## config.mk

```make
export PLATFORM = sky130hd
export DESIGN_NAME = digit_scan_mux_flat
export DESIGN_NICKNAME = d
export VERILOG_FILES = /design/src/rtl/digit_scan_mux_if.sv /design/src/rtl/digit_scan_mux.sv /design/src/flat_wrapper.sv
export SDC_FILE = /design/constraint.sdc
export NUM_CORES = 1
export LEC_CHECK = 0
export ABC_AREA = 1
export CAP_MARGIN = 0
export CORE_UTILIZATION = 45
export CTS_BUF_LIST = sky130_fd_sc_hd__clkbuf_4
export CTS_CLUSTER_DIAMETER = 40
export DETAILED_ROUTE_END_ITERATION = 16
export GPL_TIMING_DRIVEN = 1
export PLACE_DENSITY = 0.69
export SLEW_MARGIN = 40
export SYNTH_ARGS = -nofsm -noshare
export SYNTH_HDL_FRONTEND = slang
export SYNTH_SLANG_ARGS = --single-unit
```

## constraint.sdc

```tcl
create_clock -name i_clk -period 3.2 [get_ports i_clk]
set_clock_uncertainty 0.05 [all_clocks]
set_input_delay 0.64 -clock i_clk [delete_from_list [all_inputs] [get_ports i_clk]]
set_output_delay 0.64 -clock i_clk [all_outputs]
set_load 0.005 [all_outputs]
```

## src/rtl/digit_scan_mux_if.sv

```systemverilog
// Display bus between the digit source and the 7-segment scanner.
// The master side supplies digit data and display options.
// The slave side returns the scanned digit code, the decimal point,
// the anode select and the frame tick.
interface digit_scan_mux_if;
    logic [15:0] digits;
    logic [3:0]  dp_in;
    logic [3:0]  en;
    logic        lzb;
    logic [3:0]  count;
    logic        dp;
    logic [3:0]  sa;
    logic        scan_tick;

    modport master (
        output digits, dp_in, en, lzb,
        input  count, dp, sa, scan_tick
    );

    modport slave (
        input  digits, dp_in, en, lzb,
        output count, dp, sa, scan_tick
    );
endinterface

```

## src/rtl/digit_scan_mux.sv

```systemverilog
// Time-multiplexed scanner for a 4-digit 7-segment display.
// Each digit owns a slot of DIV cycles. The first GAP cycles of every slot
// keep all anodes dark, so that a COUNT change never ghosts onto the
// neighbouring digit. The display inputs are snapshotted once per frame,
// at slot 0 / cycle 0, so a frame never mixes old and new data.
module digit_scan_mux #(
    parameter int DIV = 50000,
    parameter int GAP = 500
) (
    input  logic             i_clk,
    input  logic             i_rst,
    digit_scan_mux_if.slave  bus
);
    localparam int PW = (DIV > 1) ? $clog2(DIV) : 1;

    logic [PW-1:0] r_pcnt;
    logic [1:0]    r_idx;
    logic [15:0]   r_snap_digits;
    logic [3:0]    r_snap_dp;
    logic [3:0]    r_snap_en;
    logic          r_snap_lzb;
    logic [3:0]    r_count;
    logic          r_dp;
    logic [3:0]    r_sa;
    logic          r_scan_tick;

    logic          w_slot_end;
    logic          w_frame_start;
    logic          w_lit;
    logic          w_nz3;
    logic          w_nz2;
    logic          w_nz1;
    logic [3:0]    w_vis;
    logic [3:0]    w_cur_digit;
    logic          w_cur_vis;
    logic [3:0]    w_cur_sa;

    assign w_slot_end    = (r_pcnt == PW'(DIV - 1));
    assign w_frame_start = (r_pcnt == '0) && (r_idx == 2'd0);
    assign w_lit         = (r_pcnt >= PW'(GAP));

    // A digit is a leading zero when it and every digit to its left are zero.
    // Digit 0 always shows, so that a value of 0 still displays as "0".
    assign w_nz3 = |r_snap_digits[15:12];
    assign w_nz2 = w_nz3 | (|r_snap_digits[11:8]);
    assign w_nz1 = w_nz2 | (|r_snap_digits[7:4]);
    assign w_vis = r_snap_en & {~r_snap_lzb | w_nz3,
                                ~r_snap_lzb | w_nz2,
                                ~r_snap_lzb | w_nz1,
                                1'b1};

    assign w_cur_digit = r_snap_digits[{r_idx, 2'b00} +: 4];
    assign w_cur_vis   = w_vis[r_idx];
    assign w_cur_sa    = (4'b0001 << r_idx) & {4{w_cur_vis & w_lit}};

    // Slot timer and digit index: idx advances on the last cycle of each slot.
    always_ff @(posedge i_clk) begin
        if (i_rst) begin
            r_pcnt <= '0;
            r_idx  <= 2'd0;
        end else if (w_slot_end) begin
            r_pcnt <= '0;
            r_idx  <= r_idx + 2'd1;
        end else begin
            r_pcnt <= r_pcnt + PW'(1);
        end
    end

    // Frame snapshot of the display inputs, taken only at the start of a frame.
    always_ff @(posedge i_clk) begin
        if (i_rst) begin
            r_snap_digits <= '0;
            r_snap_dp     <= '0;
            r_snap_en     <= '0;
            r_snap_lzb    <= 1'b0;
        end else if (w_frame_start) begin
            r_snap_digits <= bus.digits;
            r_snap_dp     <= bus.dp_in;
            r_snap_en     <= bus.en;
            r_snap_lzb    <= bus.lzb;
        end
    end

    // Registered display outputs. They are driven from the current slot state,
    // so COUNT settles during the dark gap, before SA turns on.
    always_ff @(posedge i_clk) begin
        if (i_rst) begin
            r_count     <= 4'd0;
            r_dp        <= 1'b0;
            r_sa        <= 4'b0000;
            r_scan_tick <= 1'b0;
        end else begin
            r_count     <= w_cur_digit;
            r_dp        <= r_snap_dp[r_idx] & w_cur_vis & w_lit;
            r_sa        <= w_cur_sa;
            r_scan_tick <= w_slot_end && (r_idx == 2'd3);
        end
    end

    assign bus.count     = r_count;
    assign bus.dp        = r_dp;
    assign bus.sa        = r_sa;
    assign bus.scan_tick = r_scan_tick;
endmodule

```

## src/flat_wrapper.sv

```systemverilog
// flat-port wrapper written by rule: the top's interface ports become plain ports
module digit_scan_mux_flat 
#(
    parameter int DIV = 50000,
    parameter int GAP = 500
)
  (i_clk, i_rst, bus_digits, bus_dp_in, bus_en, bus_lzb, bus_count, bus_dp, bus_sa, bus_scan_tick);
  digit_scan_mux_if bus_i ();
  input  logic i_clk;
  input  logic i_rst;
  input wire logic [$bits(bus_i.digits)-1:0] bus_digits;
  input wire logic [$bits(bus_i.dp_in)-1:0] bus_dp_in;
  input wire logic [$bits(bus_i.en)-1:0] bus_en;
  input wire logic [$bits(bus_i.lzb)-1:0] bus_lzb;
  output wire logic [$bits(bus_i.count)-1:0] bus_count;
  output wire logic [$bits(bus_i.dp)-1:0] bus_dp;
  output wire logic [$bits(bus_i.sa)-1:0] bus_sa;
  output wire logic [$bits(bus_i.scan_tick)-1:0] bus_scan_tick;
  assign bus_i.digits = bus_digits;
  assign bus_i.dp_in = bus_dp_in;
  assign bus_i.en = bus_en;
  assign bus_i.lzb = bus_lzb;
  assign bus_count = bus_i.count;
  assign bus_dp = bus_i.dp;
  assign bus_sa = bus_i.sa;
  assign bus_scan_tick = bus_i.scan_tick;
  digit_scan_mux #(.DIV(DIV), .GAP(GAP)) u_core (.i_clk(i_clk), .i_rst(i_rst), .bus(bus_i));
endmodule
```

Word level (Yosys, flattened, before mapping):

Cells that the tools add are included.

* bits in registers: 53
* input port bits: 27
* output and inout bits: 10

* add/sub/neg operators: 2
* $lt $le $gt $ge: 2
* eq/ne operators: 2
* shifts and indexed selects: 2
* mux-type cells: 4
* bitwise operators: 11
* reductions and logical operators: 8

Operators by type and width (number)
* $add 16x1->16 const B: 1
* $eq 16x16->1 const B: 1
* $ge 16x9->1 const B: 1
* $logic_not 16->1: 1
* $shiftx 16x5->4: 1
* $reduce_or 4->1: 3
* $and 4x4->4: 2
* $or 1x1->1: 5
* $bmux 1 s2: 2
* $shl 1x2->4 const A: 1
* $and 1x1->1: 3
* $lt 2x3->1 const B: 1
* $add 2x1->2 const B: 1
* $eq 2x2->1 const B: 1
* $logic_and 1x1->1: 2
* $logic_not 2->1: 1
* $mux 1: 2
* $reduce_or 2->1: 1
* $not 1->1: 1

Depth between registers and ports, before layout:

* depth after elaboration: 9
* gate-level depth with buffers: 10
* gate-level depth less buffers: 8

Least setup slack after synthesis:

Ideal clock, no wire load.

* path kind: reg-to-reg
* start: reg u_core.r_idx[0]
* end: reg u_core.r_snap_digits[10]
* arrival: 1.499 ns
* required time: 3.034 ns
* slack: 1.535 ns
* stages on the path, launching flop included: 11
* clock period less this slack: 1.665 ns
* path through: dfxtp_1 > buf_2 > clkinv_1 > ha_1 > nand4_1 > nor2_1 > nand2_2 > inv_4 > buf_6 > nor2_1 > nor2_1

* word-level cells in the longest chain between the ends: 2

RTL lines
* from (decl): RTL line digit_scan_mux.sv:17 `logic [1:0] r_idx;`
* from (signal assigned): RTL line digit_scan_mux.sv:63 `r_idx <= r_idx + 2'd1;`
* $logic_not 2->1: RTL line digit_scan_mux.sv:39 `assign w_frame_start = (r_pcnt == '0) && (r_idx == 2'd0);`
* $logic_and 1x1->1: RTL line digit_scan_mux.sv:39
* to (signal assigned): RTL line digit_scan_mux.sv:77 `r_snap_digits <= bus.digits;`
* to (decl): RTL line digit_scan_mux.sv:18 `logic [15:0] r_snap_digits;`

No other way between the ends.
A chain may end at the register's enable or synchronous reset.

Final worst setup path:

* start: reg u_core.r_idx[1]
* end: reg u_core.r_snap_en[3]

* word-level cells in the longest chain between the ends: 2

RTL lines
* $logic_not 2->1: RTL line digit_scan_mux.sv:39
* $logic_and 1x1->1: RTL line digit_scan_mux.sv:39
* to (signal assigned): RTL line digit_scan_mux.sv:79 `r_snap_en <= bus.en;`
* to (decl): RTL line digit_scan_mux.sv:20 `logic [3:0] r_snap_en;`

No other way between the ends.

==> metrics.cfg <==
[yosys]
synth_top_area_share_pct=45.0
synthTopCellsByArea=dfxtp_1, nor2_1, o21ai_0
synthArstFlopShare_pct=0
yosysWarnings=0
synth_common_cells=nor2_1, dfxtp_1, o21ai_0
synth_flop_cell=dfxtp_1
synth-seq-area-share_pct=45.0
ys_seq_elements=53
yosysTopAreaCell=dfxtp_1
synthMostInstantiatedCell=nor2_1
avgSynthCellArea_sq_um=7.10
synth-edff-count=0
synth.distinct_cells=25
synth_area_sq_um=2360
syn_nets=365
netlist_instances=332

[route]
vias=2123
wl_per_cell_um=11.6
viasPerCell=4.89
postRouteAntennaNets=0
drtPass1Iterations=4
routed_wl_um=5020
drc=0
drt_iter0_drc=148

[global_routing]
antenna_found_initial=0
grt_usage_pct=19.8
first_global_vias=1917
grt_max_degree=27
grt_overflow=0
grt_pass1_wl_um=8490

[clocking]
ctsLongestPathBuffers=2
post-cts-setup-buffer-count=0
clk_pin_slew_ps=160
root_buffer=clkbuf_4
h-tree-depth=2
clkLatencyLatePin_ps=370
clkSinkCount=53
cts-resized-gates=0
hold_buffers=0
cts_tree=yes
numCtsBuffers=5

[critical_path]
crit_arrival_ps=2360
worstRegToRegCells=8
crit_type=reg -> reg
end_kind=flip-flop
path_max_fanout=26
start_kind=flip-flop
cp_data_required_time_ps=3420

[timing]
period_minus_slack_ps=2140
finalWorstSetupSlack_ps=1060
worst_pin_slew_ps=645
timing.final.crit_share_pct=66.9
finalMaxSlewViolations=0
relSlewSlack_pct=57.0
tns_ps=0
finalSetupViolCount=0
rsz0062_at_grt=false
hold_violations=0
timing.fmax_mhz=467

[placed_design]
pre_cts_slack_ps=937
placed_cell_area_sq_um=2750
dp.final_hpwl_um=3580
portBuffers=36
routabilityCongestion=0.862

[power]
p_leak_nw=1.09
p_per_area_nw_per_um2=455
ir_drop_mv=0.241

[floorplanning]
die-area_sq_um=5530
die_h_um=74.4
die_width_um=74.4
row_count=25
coreArea_sq_um=4880
start_util_pct=48.3
io_pins=37

[final_layout]
final_util_pct=57.9
n_antenna_cell=0
fin_nets=399
final_cell_area_sq_um=2820
drive_above_1_share_pct=6.54
synthToLayoutAreaGrowth_pct=19.8

[job]
cap_violations=0

[hold_path]
hp-class=reg -> reg
whs_path_depth=1

[status]
status=completed

## through the flow
step | hold WS, ps | power, mW | cells
2_1_floorplan | 380 | 0.861 | 332
3_3_place_gp | 406 | 0.917 | 426
3_5_place_dp | 411 | 0.922 | 426
4_1_cts | 445 | 1.29 | 434
5_1_grt | 468 | 1.34 | 434
6_report | 441 | 1.28 | 434
## registers in the layout, summed over array words and instances, names as in the netlist, 2 cells and up
| name | count |
|---|---|
| u_core.bus.count | 4 |
| u_core.bus.sa | 4 |
| u_core.r_idx | 2 |
| u_core.r_pcnt | 16 |
| u_core.r_snap_digits | 16 |
| u_core.r_snap_dp | 4 |
| u_core.r_snap_en | 4 |
## cell families after synthesis
group	Yosys count	share of synthesized area [%]
adder cells (fa/ha/maj)	6	3.18
AO/OA/AOI/OAI	60	12.8
AND/OR/NAND/NOR	169	30.2
buffers and inverters	42	8.07
XOR/XNOR	2	0.743
flip-flops	53	45.0
## layer usage
metal | global-route usage [%] | vias to the layer above | wire (um)
li1 | - | 1133 | -
met1 | 27.6 | 928 | 2570
met2 | 30.9 | 55 | 2150
met3 | 3.66 | 7 | 232
met4 | 6.29 | 0 | 71
met5 | 0 | - | 0
## worst paths after layout
| check | from | end | slack (ps) |
|---|---|---|---|
| max reg2reg | u_core.r_idx[1] | u_core.r_snap_en[3] | 1060 |
| max | u_core.r_idx[1] | u_core.r_snap_en[3] | 1060 |
| min | u_core.r_pcnt[0] | u_core.r_pcnt[0] | 440 |
| min reg2reg | u_core.r_pcnt[0] | u_core.r_pcnt[0] | 440 |
## final cells by class
class | count | area [sq um]
fill | 514 | 2060
multi-input combinational | 237 | 1110
sequential | 53 | 1060
timing repair buffer | 38 | 375
inverter | 31 | 119
tap | 67 | 83.8
clock inverter | 3 | 41.3
clock buffer | 5 | 37.5
## power by group
group | switching [mW] | total [mW] | leakage, nW | internal, mW
Sequential | 0.0262 | 0.732 | 0.435 | 0.706
Clock | 0.216 | 0.378 | 0.0389 | 0.162
Combinational | 0.0953 | 0.174 | 0.618 | 0.0789
## placed cells by master, fill, tap and decap left out, types with 2 or more instances in the layout
cell	count
buf_4	2
nor2_2	4
nand3_1	17
nor2_1	92
nand2_1	36
o21ai_0	39
clkdlybuf4s50_1	36
clkbuf_4	5
a21oi_1	20
nand2_2	3
clkinv_1	2
inv_2	6
dfxtp_1	53
xor2_1	2
inv_1	23
ha_1	6
nor3_1	8
nand4_1	6
## worst max-delay path, cell delays in order, from the launching register on
cell and delay (ps):
dfxtp_1 570, inv_1 240, ha_1 280, nand4_1 100, nor2_1 50, nand2_2 340
inv_4 210, nor2_1 140, nor2_1 50
No activity file was read; power rests on OpenSTA's default activity.
